--- src/rtl/nn_pkg.sv ---
// Shared constants and types for the nn_engine feature feeder.
// Holds the default frame geometry, result field widths, FSM encoding and result record.
package nn_pkg;

    localparam int unsigned N_FEAT  = 8;
    localparam int unsigned FEAT_W  = 8;
    localparam int unsigned CLASS_W = 2;
    localparam int unsigned CONF_W  = 8;
    localparam int unsigned SEQ_W   = 4;

    typedef enum logic [1:0] {
        StIdle,
        StStart,
        StAck,
        StRun
    } feeder_state_e;

    typedef struct packed {
        logic [CLASS_W-1:0] cls;
        logic [CONF_W-1:0]  conf;
        logic [SEQ_W-1:0]   seq;
    } nn_result_t;

endpackage

--- src/rtl/nn_result_fifo.sv ---
// Synchronous FIFO with an asynchronous active-low reset.
// A push while full is accepted only when a pop happens in the same cycle.
module nn_result_fifo #(
    parameter int unsigned DEPTH = 4,
    parameter int unsigned WIDTH = 14
) (
    input  logic             i_clk,
    input  logic             i_rst_n,
    input  logic             i_push,
    input  logic [WIDTH-1:0] i_data,
    input  logic             i_pop,
    output logic [WIDTH-1:0] o_head,
    output logic             o_full,
    output logic             o_empty
);

    localparam int unsigned AW = (DEPTH > 1) ? $clog2(DEPTH) : 1;
    localparam int unsigned CW = AW + 1;
    localparam logic [CW-1:0] FULL_CNT = CW'(DEPTH);

    logic [WIDTH-1:0] r_mem [DEPTH];
    logic [AW-1:0]    r_wr_ptr;
    logic [AW-1:0]    r_rd_ptr;
    logic [CW-1:0]    r_count;
    logic             w_push_ok;
    logic             w_pop_ok;

    assign o_empty   = (r_count == '0);
    assign o_full    = (r_count == FULL_CNT);
    assign w_pop_ok  = i_pop && !o_empty;
    assign w_push_ok = i_push && (!o_full || w_pop_ok);
    assign o_head    = r_mem[r_rd_ptr];

    always_ff @(posedge i_clk or negedge i_rst_n) begin
        if (!i_rst_n) begin
            r_wr_ptr <= '0;
            r_rd_ptr <= '0;
            r_count  <= '0;
            for (int unsigned i = 0; i < DEPTH; i++) begin
                r_mem[i] <= '0;
            end
        end else begin
            if (w_push_ok) begin
                r_mem[r_wr_ptr] <= i_data;
                r_wr_ptr        <= r_wr_ptr + AW'(1);
            end
            if (w_pop_ok) begin
                r_rd_ptr <= r_rd_ptr + AW'(1);
            end
            if (w_push_ok && !w_pop_ok) begin
                r_count <= r_count + CW'(1);
            end else if (w_pop_ok && !w_push_ok) begin
                r_count <= r_count - CW'(1);
            end
        end
    end

endmodule

--- src/rtl/nn_feature_feeder.sv ---
// Packs a feature byte stream into two ping-pong banks, launches nn_engine on each full bank,
// serves the engine's feature reads and queues its results with a frame sequence number.
module nn_feature_feeder #(
    parameter int unsigned N_FEAT    = nn_pkg::N_FEAT,
    parameter int unsigned FEAT_W    = nn_pkg::FEAT_W,
    parameter int unsigned RES_DEPTH = 4
) (
    input  logic                        i_clk,
    input  logic                        i_rst_n,
    input  logic                        i_feat_valid,
    input  logic [FEAT_W-1:0]           i_feat_data,
    output logic                        o_feat_ready,
    output logic                        o_nn_start,
    input  logic [$clog2(N_FEAT)-1:0]   i_nn_feature_addr,
    output logic [FEAT_W-1:0]           o_nn_feature_in,
    input  logic                        i_nn_busy,
    input  logic                        i_nn_done,
    input  logic [nn_pkg::CLASS_W-1:0]  i_nn_class_id,
    input  logic [nn_pkg::CONF_W-1:0]   i_nn_confidence,
    input  logic                        i_wt_wr_en,
    output logic                        o_res_valid,
    input  logic                        i_res_ready,
    output logic [nn_pkg::CLASS_W-1:0]  o_res_class,
    output logic [nn_pkg::CONF_W-1:0]   o_res_conf,
    output logic [nn_pkg::SEQ_W-1:0]    o_res_seq,
    output logic [7:0]                  o_drop_cnt
);

    import nn_pkg::*;

    localparam int unsigned AW = $clog2(N_FEAT);
    localparam logic [AW-1:0] LAST_IDX = AW'(N_FEAT - 1);

    logic [FEAT_W-1:0] r_bank [2][N_FEAT];
    logic [1:0]        r_bank_full;
    logic [1:0]        w_bank_full_d;
    logic              r_wr_bank;
    logic              r_rd_bank;
    logic [AW-1:0]     r_wr_idx;
    feeder_state_e     r_state;
    feeder_state_e     w_state_d;
    logic              r_start;
    logic [SEQ_W-1:0]  r_seq;
    logic [7:0]        r_drop_cnt;

    logic              w_wr_hs;
    logic              w_wr_last;
    logic              w_done_run;
    logic              w_pop;
    logic              w_fifo_full;
    logic              w_fifo_empty;
    nn_result_t        w_push_res;
    nn_result_t        w_head_res;

    assign o_feat_ready    = !r_bank_full[r_wr_bank];
    assign w_wr_hs         = i_feat_valid && o_feat_ready;
    assign w_wr_last       = (r_wr_idx == LAST_IDX);
    assign w_done_run      = (r_state == StRun) && i_nn_done;
    assign o_nn_feature_in = r_bank[r_rd_bank][i_nn_feature_addr];
    assign o_nn_start      = r_start;

    // Filling one bank and releasing the other may coincide; they never target the same bank.
    always_comb begin
        w_bank_full_d = r_bank_full;
        if (w_done_run) begin
            w_bank_full_d[r_rd_bank] = 1'b0;
        end
        if (w_wr_hs && w_wr_last) begin
            w_bank_full_d[r_wr_bank] = 1'b1;
        end
    end

    always_ff @(posedge i_clk or negedge i_rst_n) begin
        if (!i_rst_n) begin
            for (int unsigned b = 0; b < 2; b++) begin
                for (int unsigned i = 0; i < N_FEAT; i++) begin
                    r_bank[b][i] <= '0;
                end
            end
        end else if (w_wr_hs) begin
            r_bank[r_wr_bank][r_wr_idx] <= i_feat_data;
        end
    end

    always_ff @(posedge i_clk or negedge i_rst_n) begin
        if (!i_rst_n) begin
            r_bank_full <= '0;
            r_wr_bank   <= 1'b0;
            r_rd_bank   <= 1'b0;
            r_wr_idx    <= '0;
        end else begin
            r_bank_full <= w_bank_full_d;
            if (w_wr_hs) begin
                r_wr_idx <= w_wr_last ? '0 : r_wr_idx + AW'(1);
                if (w_wr_last) begin
                    r_wr_bank <= ~r_wr_bank;
                end
            end
            if (w_done_run) begin
                r_rd_bank <= ~r_rd_bank;
            end
        end
    end

    // A start the engine ignores (busy never rises) falls back to idle and is retried.
    always_comb begin
        w_state_d = r_state;
        unique case (r_state)
            StIdle: begin
                if (r_bank_full[r_rd_bank] && !i_nn_busy && !i_wt_wr_en) begin
                    w_state_d = StStart;
                end
            end
            StStart: w_state_d = StAck;
            StAck:   w_state_d = i_nn_busy ? StRun : StIdle;
            StRun: begin
                if (i_nn_done) begin
                    w_state_d = StIdle;
                end
            end
            default: w_state_d = StIdle;
        endcase
    end

    always_ff @(posedge i_clk or negedge i_rst_n) begin
        if (!i_rst_n) begin
            r_state <= StIdle;
            r_start <= 1'b0;
        end else begin
            r_state <= w_state_d;
            r_start <= (w_state_d == StStart);
        end
    end

    assign w_push_res = {i_nn_class_id, i_nn_confidence, r_seq};
    assign w_pop      = !w_fifo_empty && i_res_ready;

    always_ff @(posedge i_clk or negedge i_rst_n) begin
        if (!i_rst_n) begin
            r_seq      <= '0;
            r_drop_cnt <= '0;
        end else if (w_done_run) begin
            r_seq <= r_seq + SEQ_W'(1);
            if (w_fifo_full && !w_pop && (r_drop_cnt != 8'hFF)) begin
                r_drop_cnt <= r_drop_cnt + 8'd1;
            end
        end
    end

    nn_result_fifo #(
        .DEPTH (RES_DEPTH),
        .WIDTH ($bits(nn_result_t))
    ) u_res_fifo (
        .i_clk   (i_clk),
        .i_rst_n (i_rst_n),
        .i_push  (w_done_run),
        .i_data  (w_push_res),
        .i_pop   (w_pop),
        .o_head  (w_head_res),
        .o_full  (w_fifo_full),
        .o_empty (w_fifo_empty)
    );

    assign o_res_valid = !w_fifo_empty;
    assign o_res_class = w_head_res.cls;
    assign o_res_conf  = w_head_res.conf;
    assign o_res_seq   = w_head_res.seq;
    assign o_drop_cnt  = r_drop_cnt;

endmodule

--- config.mk ---
export PLATFORM = sky130hd
export DESIGN_NAME = nn_feature_feeder
export DESIGN_NICKNAME = d
export VERILOG_FILES = /design/src/rtl/nn_pkg.sv /design/src/rtl/nn_result_fifo.sv /design/src/rtl/nn_feature_feeder.sv
export SDC_FILE = /design/constraint.sdc
export NUM_CORES = 1
export LEC_CHECK = 0
export ABC_AREA = 1
export BUFFER_PORTS_ARGS = -buffer_cell sky130_fd_sc_hd__buf_2
export CORE_MARGIN = 2
export CORE_UTILIZATION = 45
export CTS_CLUSTER_SIZE = 28
export DETAILED_ROUTE_END_ITERATION = 8
export PLACE_DENSITY_LB_ADDON = 0.08
export SYNTH_ARGS = -nofsm -noshare
export SYNTH_HDL_FRONTEND = slang
export SYNTH_HIERARCHICAL = 1
export SYNTH_SLANG_ARGS = --single-unit
--- constraint.sdc ---
create_clock -name i_clk -period 2.05 [get_ports i_clk]
set_input_delay 0.3075 -clock i_clk [delete_from_list [all_inputs] [get_ports i_clk]]
set_output_delay 0.3075 -clock i_clk [all_outputs]
set_load 0.05 [all_outputs]
==> flow_metrics.tcl <==
set metrics [dict create \
    netlist_instances 1459 \
    die_area_mm2 0.0256 \
    synth_most_common_cell "nand2_1" \
    die_h_um 160 \
    overflow 0 \
    p_per_area_mw_per_mm2 1510 \
    die_x_um 160 \
    area_growth_pct 22.7 \
    worstPathRequired_ns 1.74 \
    synth_largest_area_cell "dfrtp_1" \
    layout_min_cycle_time_ns 2.28 \
    path_max_fanout 7 \
    setup_viol 8 \
    max_freq_mhz 438 \
    async_reset_ff_share_pct 100 \
    antenna_cells 0 \
    cts_buffers 25 \
    r2r_slack_ns 0.11 \
    cts_tree "done" \
    hold_start "i_wt_wr_en" \
    cts.sinks 213 \
    fin_util_pct 55.8 \
    fin_ws_ns -0.232 \
    drc_errors 0 \
    syn_nets 1497 \
    drtPass1Iterations 6 \
    root_buffer "clkbuf_16" \
    cp-start-kind "register" \
    netlist_area_mm2 0.0110 \
    synthAdderAreaFrac_pct 1.21 \
    synth_top_family_by_area "simple AND/OR/NAND/NOR gates" \
    antenna_left 0 \
    synth_xor_area_share_pct 1.12 \
    synth_seq_area_share_pct 48.6 \
    io_pins 61 \
    core-area_mm2 0.0241 \
    drt_iter0_drc 1000 \
    placement_rows 57 \
    clkTransAtPathRegs_ns 0.06 \
    dp_hpwl_um 19800 \
    critPathArrivalTime_ns 1.97 \
    leakage_nw 7.06 \
    period_share_pct 111 \
    nets 1571 \
    worst_pin_slew_ns 0.811 \
    grt_pass1_wl_um 51500 \
    h-tree-depth 1 \
    synth-edff-count 0 \
    critPathKind "reg -> out" \
    antenna_found_initial 0 \
    ys_top_cells_by_count "nand2_1 (579), dfrtp_1 (213), nand3_1 (197), inv_1 (129), o21ai_0 (70)" \
    hold_viol_final 0 \
    clk_latency_ns 0.52 \
    place_inst 1809 \
    slew_headroom_pct 46.0 \
    skew_ns 0.0150 \
    ir_drop_mv 0.578 \
    wl_per_cell_um 17.8 \
    gp_congestion 0.831 \
    max_cap_viol_count 0 \
    start_util_pct 45.5 \
    status "finished, violations left" \
    synthMuxAreaShare_pct 0 \
    synth_area_leaders "dfrtp_1 (49%), nand2_1 (20%), nand3_1 (9.0%)" \
    grt_start_max_net_pins 69 \
    rsz0062_at_grt "true" \
    yosys.area_share.simple_pct 36.1 \
    cts.path.max_buffers 3 \
    port-buffer-count 60 \
    yosysUniqueCellTypes 29 \
    hp-class "in -> reg" \
    drive_above_1_share_pct 19.8 \
    yosysTopAreaCellShare_pct 48.6 \
    yosysWarnings 6 \
    wl_um 33300 \
    avgSynthCellArea_um2 7.51 \
    slew_violations 0 \
    yosys_register_bits 213 \
    crit_start "r_rd_bank" \
    end_kind "output pin" \
    vias 10014 \
    synth_compound_area_share_pct 4.16 \
    fin_cells 1873 \
    timing.rr.start "u_res_fifo/r_count[2]" \
    vias_per_cell 5.35 \
    synth_flop_cell "dfrtp_1" \
    violations "setup timing" \
    grt_pass1_vias 9310 \
    grt_usage_pct 25.1 \
]
[cell type report]
cell class	instances	area, um2
well taps	324	405
fillers	2304	10700
clock buffers	36	727
clock inverters	7	37.5
repair buffers	137	1340
multi-input cells	1025	5100
flip-flops and latches	213	5330
inverters	131	507
[flip-flops by register name, summed over array words and instances, names as in the netlist]
register,count
o_nn_start,1
r_state,2
u_res_fifo/r_rd_ptr,2
r_wr_idx,3
u_res_fifo/r_wr_ptr,2
r_seq,4
r_wr_bank,1
r_rd_bank,1
u_res_fifo/r_mem,56
r_bank,128
o_drop_cnt,8
r_bank_full,2
u_res_fifo/r_count,3
[path summary, 6_finish.rpt]
check                                         to  cells past startpoint
hold reg to reg                       r_bank[32]                      2
min in group asynchronous    u_res_fifo/r_mem[6]                      2
max in group asynchronous             r_bank[27]                      3
hold / removal                        o_nn_start                      4
setup / recovery              o_nn_feature_in[6]                      8
setup reg to reg           u_res_fifo/r_count[2]                     14
[per-stage QoR]
step	worst slack (ns)	TNS, ns	hold slack (ns)	area [um2]	total power (W)
CTS	-0.254	-1.80	0.0385	12800	0.0192
global placement	0.145	0	0.246	11800	0.0143
detailed placement	0.104	0	0.245	11800	0.0144
global route	-0.297	-2.28	0.0602	13400	0.0216
finish	-0.232	-1.70	0.0522	13400	0.0203
floorplan	-0.0298	-0.0581	0.0119	11000	0.0121
[per-layer routing]
metal | part of all wire, % | track usage [%] | wire [um]
met5 | 0 | 0 | 0
met1 | 48 | 39.4 | 15800
met4 | 1.9 | 6.06 | 639
met3 | 7.0 | 3.43 | 2330
met2 | 44 | 36.5 | 14500
[cell families (layout without fill, tap and decap cells)]
family / after synthesis / in the layout
AND/OR/NAND/NOR: 914 / 914
buffers and inverters: 221 / 311
flip-flops: 213 / 213
AO/OA/AOI/OAI: 87 / 87
XOR/XNOR: 14 / 14
adder cells (fa/ha/maj): 10 / 10
[where the power goes]
group | total [W] | internal [W] | switching (W)
Sequential | 0.00655 | 0.00566 | 0.000883
Clock | 0.00419 | 0.00244 | 0.00175
Combinational | 0.00953 | 0.00343 | 0.00610
Total | 0.0203 | 0.0115 | 0.00873
[cells in the final DEF (no fill, tap or decap), types with 12 or more instances in the layout]
cell type,netlist,layout
buf_2,29,38
nand4_1,59,59
nor2_1,38,35
inv_1,129,122
buf_4,4,59
clkbuf_16,0,31
o21ai_0,70,62
nand2_2,11,27
nand3_1,197,143
buf_12,0,12
nand3_2,6,56
nor2_2,15,16
nand2_1,579,561
dfrtp_1,213,210
[worst max-delay path: stages, from the launching register on]
cell       delay, ns
dfrtp_2         0.48
buf_6           0.18
clkbuf_16       0.17
nand2_1         0.08
nand3_2         0.09
nand3_2         0.11
nand3_2         0.09
nand2_2         0.11
buf_8           0.15
[repair_timing]
action / 4_1_cts / 5_1_grt
hold buffers: 1 / 0
pin swaps: 3 / 35
setup buffers: 4 / 5
gates resized for setup: 52 / 111
gates cloned: 3 / 8
hold endpoints to repair: 42 / 0
endpoints found under the setup margin: 22 / 56
Power figures use the tool's default switching activity.
